## config.mk

```make
export PLATFORM = sky130hd
export DESIGN_NAME = param_mealy_fsm_flat
export DESIGN_NICKNAME = d
export VERILOG_FILES = /design/src/rtl/param_mealy_fsm_if.sv /design/src/rtl/param_mealy_fsm.sv /design/src/flat_wrapper.sv
export SDC_FILE = /design/constraint.sdc
export NUM_CORES = 1
export LEC_CHECK = 0
export BUFFER_PORTS_ARGS = -buffer_cell sky130_fd_sc_hd__buf_2
export CAP_MARGIN = 20
export CORE_ASPECT_RATIO = 1.75
export CORE_MARGIN = 3
export CORE_UTILIZATION = 59
export CTS_CLUSTER_SIZE = 20
export DETAILED_ROUTE_END_ITERATION = 16
export PLACE_DENSITY = 0.77
export SETUP_SLACK_MARGIN = 0.05
export SLEW_MARGIN = 0
export SYNTH_ARGS = -nofsm -noshare
export SYNTH_HDL_FRONTEND = slang
export SYNTH_SLANG_ARGS = --single-unit
```

## constraint.sdc

```tcl
create_clock -name clk -period 2.2 [get_ports clk]
set_input_delay 0.33 -clock clk [delete_from_list [all_inputs] [get_ports clk]]
set_output_delay 0.33 -clock clk [all_outputs]
set_load 0.01 [all_outputs]
```

## src/rtl/param_mealy_fsm_if.sv

```systemverilog
// Configuration bus for the table-driven Mealy machine: table write port
// plus the rejected-write flag returned by the machine.
interface param_mealy_fsm_if #(
  parameter int ST_W  = 3,
  parameter int IN_W  = 2,
  parameter int OUT_W = 3
);
  logic                  cfg_we;
  logic [ST_W+IN_W-1:0]  cfg_addr;
  logic [ST_W+OUT_W-1:0] cfg_data;
  logic                  cfg_err;

  modport master (
    output cfg_we,
    output cfg_addr,
    output cfg_data,
    input  cfg_err
  );

  modport slave (
    input  cfg_we,
    input  cfg_addr,
    input  cfg_data,
    output cfg_err
  );
endinterface

```

## src/rtl/param_mealy_fsm.sv

```systemverilog
// Table-driven Mealy machine: a flop-based transition/output table, indexed by
// {state, x}, is programmed over the cfg bus and stepped whenever en is high.
//
// state          | meaning
// 0              | home state after reset or after recovery from an illegal state
// 1..NUM_ST-1    | legal programmable states
// ACC_ST         | accept state; every step into it pulses acc
// NUM_ST..max    | illegal; outputs forced to 0, next edge returns to 0
module param_mealy_fsm #(
  parameter int IN_W   = 2,
  parameter int OUT_W  = 3,
  parameter int ST_W   = 3,
  parameter int NUM_ST = 5,
  parameter int ACC_ST = 4
) (
  input  logic                 clk,
  input  logic                 res,
  input  logic                 en,
  input  logic [IN_W-1:0]      x,
  output logic [OUT_W-1:0]     t,
  output logic [ST_W-1:0]      state,
  output logic                 acc,
  output logic [15:0]          steps,
  param_mealy_fsm_if.slave     cfg
);

  localparam int IDX_W   = ST_W + IN_W;
  localparam int ENT_W   = ST_W + OUT_W;
  localparam int NUM_ENT = NUM_ST * (2 ** IN_W);

  // One extra bit so NUM_ST == 2**ST_W still compares correctly.
  localparam logic [ST_W:0]   NUM_ST_X = (ST_W+1)'(NUM_ST);
  localparam logic [ST_W-1:0] ACC_V    = ST_W'(ACC_ST);

  logic [ENT_W-1:0] tbl [NUM_ENT];

  logic             st_legal;
  logic [IDX_W-1:0] cur_idx;
  logic [ENT_W-1:0] cur_ent;
  logic [ST_W-1:0]  nxt_st;
  logic [ST_W-1:0]  wr_st;
  logic [ST_W-1:0]  wr_nxt;
  logic             wr_ok;

  always_comb begin
    st_legal = ({1'b0, state} < NUM_ST_X);
    cur_idx  = {state, x};
    cur_ent  = '0;
    if (st_legal) begin
      cur_ent = tbl[cur_idx];
    end
    nxt_st   = cur_ent[ENT_W-1:OUT_W];
    t        = cur_ent[OUT_W-1:0];
  end

  always_comb begin
    wr_st  = cfg.cfg_addr[IDX_W-1:IN_W];
    wr_nxt = cfg.cfg_data[ENT_W-1:OUT_W];
    wr_ok  = ({1'b0, wr_st} < NUM_ST_X) && ({1'b0, wr_nxt} < NUM_ST_X);
  end

  // The step reads cur_ent before the write below lands, so a same-edge
  // write to the active entry only affects later cycles.
  always_ff @(posedge clk) begin
    if (res) begin
      state       <= '0;
      steps       <= '0;
      acc         <= 1'b0;
      cfg.cfg_err <= 1'b0;
      for (int i = 0; i < NUM_ENT; i++) begin
        tbl[i] <= '0;
      end
    end else begin
      acc         <= 1'b0;
      cfg.cfg_err <= 1'b0;

      if (!st_legal) begin
        state <= '0;
      end else if (en) begin
        state <= nxt_st;
        steps <= steps + 16'd1;
        acc   <= (nxt_st == ACC_V);
      end

      if (cfg.cfg_we) begin
        if (wr_ok) begin
          tbl[cfg.cfg_addr] <= cfg.cfg_data;
        end else begin
          cfg.cfg_err <= 1'b1;
        end
      end
    end
  end

endmodule

```

## src/flat_wrapper.sv

```systemverilog
// flat-port wrapper written by rule: the top's interface ports become plain ports
module param_mealy_fsm_flat 
#(
  parameter int IN_W   = 2,
  parameter int OUT_W  = 3,
  parameter int ST_W   = 3,
  parameter int NUM_ST = 5,
  parameter int ACC_ST = 4
)
  (clk, res, en, x, t, state, acc, steps, cfg_cfg_we, cfg_cfg_addr, cfg_cfg_data, cfg_cfg_err);
  param_mealy_fsm_if #(.ST_W(ST_W), .IN_W(IN_W), .OUT_W(OUT_W)) cfg_i ();
  input  logic clk;
  input  logic res;
  input  logic en;
  input  logic [IN_W-1:0] x;
  output logic [OUT_W-1:0] t;
  output logic [ST_W-1:0] state;
  output logic acc;
  output logic [15:0] steps;
  input wire logic [$bits(cfg_i.cfg_we)-1:0] cfg_cfg_we;
  input wire logic [$bits(cfg_i.cfg_addr)-1:0] cfg_cfg_addr;
  input wire logic [$bits(cfg_i.cfg_data)-1:0] cfg_cfg_data;
  output wire logic [$bits(cfg_i.cfg_err)-1:0] cfg_cfg_err;
  assign cfg_i.cfg_we = cfg_cfg_we;
  assign cfg_i.cfg_addr = cfg_cfg_addr;
  assign cfg_i.cfg_data = cfg_cfg_data;
  assign cfg_cfg_err = cfg_i.cfg_err;
  param_mealy_fsm #(.IN_W(IN_W), .OUT_W(OUT_W), .ST_W(ST_W), .NUM_ST(NUM_ST), .ACC_ST(ACC_ST)) u_core (.clk(clk), .res(res), .en(en), .x(x), .t(t), .state(state), .acc(acc), .steps(steps), .cfg(cfg_i));
endmodule
```

==> results.ini <==
[pwr]
clkPwrFrac=0.446
static-leakage-power_nw=2.933
power_density_nw_per_um2=846.2
switching_power_mw=1.436
swShare=0.2181
peakVddDrop_uv=743.1
total_power_mw=6.586
pwr-share-seq=0.469
p_int_mw=5.150
comb_power_share=0.085

[detailed_routing]
drtIter0Drc=337
routed_via_density=5.993
antenna_left=0
wl_per_cell_um=21.55
vias=4261
drc=0
drt-pass1-iter-count=5
wl_mm=15.32

[logic_synthesis]
synth_nets=526
synth_ff_type=edfxtp_1
synthCells=508
ys_seq_area_frac=0.6027
ys_types=47
yosysWarningCount=0
syn_area_um2=6676
yosys_register_bits=141
synth_edf_count=120
async_reset_ff_frac=0
avgSynthCellArea_um2=13.14

[clock_network]
clock-sinks=141
root_buffer=clkbuf_16
cts_inserted_buffers=17
cts_buffer_depth=2
htree_num_levels=4
clk_pin_slew_ns=0.06
cts_tree=built
clk_latency_ns=0.42

[sta]
skew_ns=0.006940
fmax_mhz=425.9
finalSetupViolations=3
hold_viol=0
finalMaxSlewViolations=0
rsz0062_at_grt=true
fin_crit_ns=2.348
setup_slack_ns=-0.1482
relSlewSlack=0.7165
period_share=1.067
tns_ns=-0.3898
holdWs_ns=0.2179
worst_slew_pin_slew_ns=0.4252

[final_layout]
stdcell_area_um2=7782
n_fill_cell=730
drive_above_1_share=0.2719
final_util=0.7149
syn_to_final_growth_pct=16.57
multiInputGateArea_um2=2484
finalNonFillerCells=711
layout.nets=586
diodes=0
regArea_um2=4025

[floorplanning]
initial_core_util=0.6133
die-height_um=146.7
boundaryPins=41
core-area_um2=10890
fp.dieArea_um2=12680
placementRows=50
die_w_um=86.41

[critical_path]
cp_max_fo=1
cpMaxStageDelayCell=mux4_2
critical_path_required_ns=1.87
regToRegEndpoint=u_core.acc
worstPathArrival_ns=2.02
crit_path_start=u_core.tbl[7][2]
rrSetupSlack_ns=0.40
crit_path_start_kind=flip-flop
critPathKind=flip-flop to primary output
end_kind=primary output
rr_startpoint=u_core.tbl[8][4]
path_cells=mux4_2, mux2i_4, nor2_1, a31oi_1, o21ai_0, buf_2
ff2ff_path_depth=5
setup.worst_path.end=t[2]
critPathMaxStageDelay_ns=0.53

[min_path]
hold_start=res
hold-path-cell-count=3
worstHoldPathType=input pin to flip-flop

[placement]
place_congestion=0.8756
hpwlAfterDp_mm=10.54
place_area_um2=7146
dp_slack_ns=0.02481
dp.cells=678
port_buffers=40

[global_route]
grt_pass1_vias=4311
grtUsageTotal=0.2592
grt_pass1_wl_mm=23.60
grt_max_degree=38
antenna_found_initial=0
overflow=0

[flow_run]
drv_cap=0

[run_status]
violations=negative setup slack
status=complete, but fails checks

flip-flops by register name (all words and copies together) (netlist names):
signal              count
u_core.tbl            120
u_core.steps           16
u_core.state            3
u_core.acc              1
u_core.cfg.cfg_err      1
synth_stat cells, types with 2 or more instances:
cell type / number / area share
nor2b_1: 2 / 0.0019
and4_1: 2 / 0.0026
a31oi_1: 5 / 0.0047
xor2_1: 6 / 0.0079
o21ai_0: 5 / 0.0037
edfxtp_1: 120 / 0.54
nor3b_1: 2 / 0.0022
buf_6: 2 / 0.0034
nor3_1: 3 / 0.0022
a211oi_1: 2 / 0.0022
or3b_2: 2 / 0.0026
xnor2_1: 8 / 0.010
and3_1: 2 / 0.0019
nand2_1: 11 / 0.0062
nand3b_1: 6 / 0.0067
mux2i_1: 19 / 0.028
inv_1: 5 / 0.0028
clkbuf_1: 20 / 0.011
or2_2: 21 / 0.020
nand4_1: 4 / 0.0037
a21oi_1: 6 / 0.0045
and2_1: 120 / 0.11
dfxtp_1: 21 / 0.063
buf_4: 6 / 0.0067
buf_2: 4 / 0.0030
nor2_1: 49 / 0.028
nand3_1: 12 / 0.0090
mux4_2: 24 / 0.081
cells by family (layout without fill, tap and decap cells):
group | Yosys count | in the layout | synth area share
fa+ha+maj | 1 | 1 | 0.001874
xor+xnor | 14 | 14 | 0.01837
flops | 141 | 141 | 0.6027
simple gates | 246 | 246 | 0.2148
compound gates | 24 | 24 | 0.02343
buf+inv | 38 | 111 | 0.02773
mux | 44 | 44 | 0.1111
cells in the final DEF, fill, tap and decap left out, drive strengths merged, types with 2 or more instances in the layout:
master    count
nor2b         2
nand2        11
nor3b         2
and2        120
inv           4
xnor2         8
mux4         24
o21ai         7
nor3          3
dfxtp        21
a31oi         5
edfxtp      120
nand3b        6
or2          21
a211oi        2
buf          74
bufinv        4
or3b          3
nor2         49
a21oi         6
clkinvlp      3
or3           2
mux2i        19
xor2          6
nand4         4
clkbuf       20
clkinv        6
nand3        13
and4          2
and3          2
power groups by stage:
stage	combinational [mW]	sequential, mW	clock, mW
3_3_place_gp	0.521	3.14	0
5_1_grt	0.599	3.10	3.06
6_report	0.558	3.09	2.94
4_1_cts	0.554	3.09	2.93
3_5_place_dp	0.534	3.14	0
2_1_floorplan	0.384	3.11	0
worst min-delay path by stage:
stage / to / slack [ns]
5_1_grt: u_core.cfg.cfg_err / 0.23
6_report: u_core.cfg.cfg_err / 0.22
4_1_cts: u_core.cfg.cfg_err / 0.21
3_5_place_dp: u_core.steps[15] / 0.50
3_3_place_gp: u_core.steps[1] / 0.48
2_1_floorplan: u_core.steps[1] / 0.51
layer usage:
metal | share of wire | vias to the layer above | track usage
li1 | - | 1924 | -
met1 | 0.33 | 2103 | 0.2615
met2 | 0.57 | 180 | 0.4747
met3 | 0.057 | 54 | 0.05948
met4 | 0.049 | 0 | 0.1427
met5 | 0 | - | 0
final cells by class:
class                      count  share of cell area
inverter                       5            0.002894
tap                          130             0.02090
clock inverter                12             0.02203
clock buffer                  20             0.05611
sequential                   141              0.5172
timing repair buffer          74             0.06174
multi-input combinational    329              0.3191
critical path, delay by kind of cell (launching register included):
kind                   cells  cell delay [ns]
buffers and inverters      1             0.15
and+or+nand+nor            1             0.06
AOI/OAI and AO/OA          2             0.24
DFF                        1             0.40
muxes                      2             0.73
timing repair:
action	4_1_cts	5_1_grt
hold buffers	0	0
setup endpoints to repair	3	3
setup buffers	1	0
gates resized for setup	5	1
hold endpoints to repair	0	0
No activity file was read; power rests on OpenSTA's default activity.
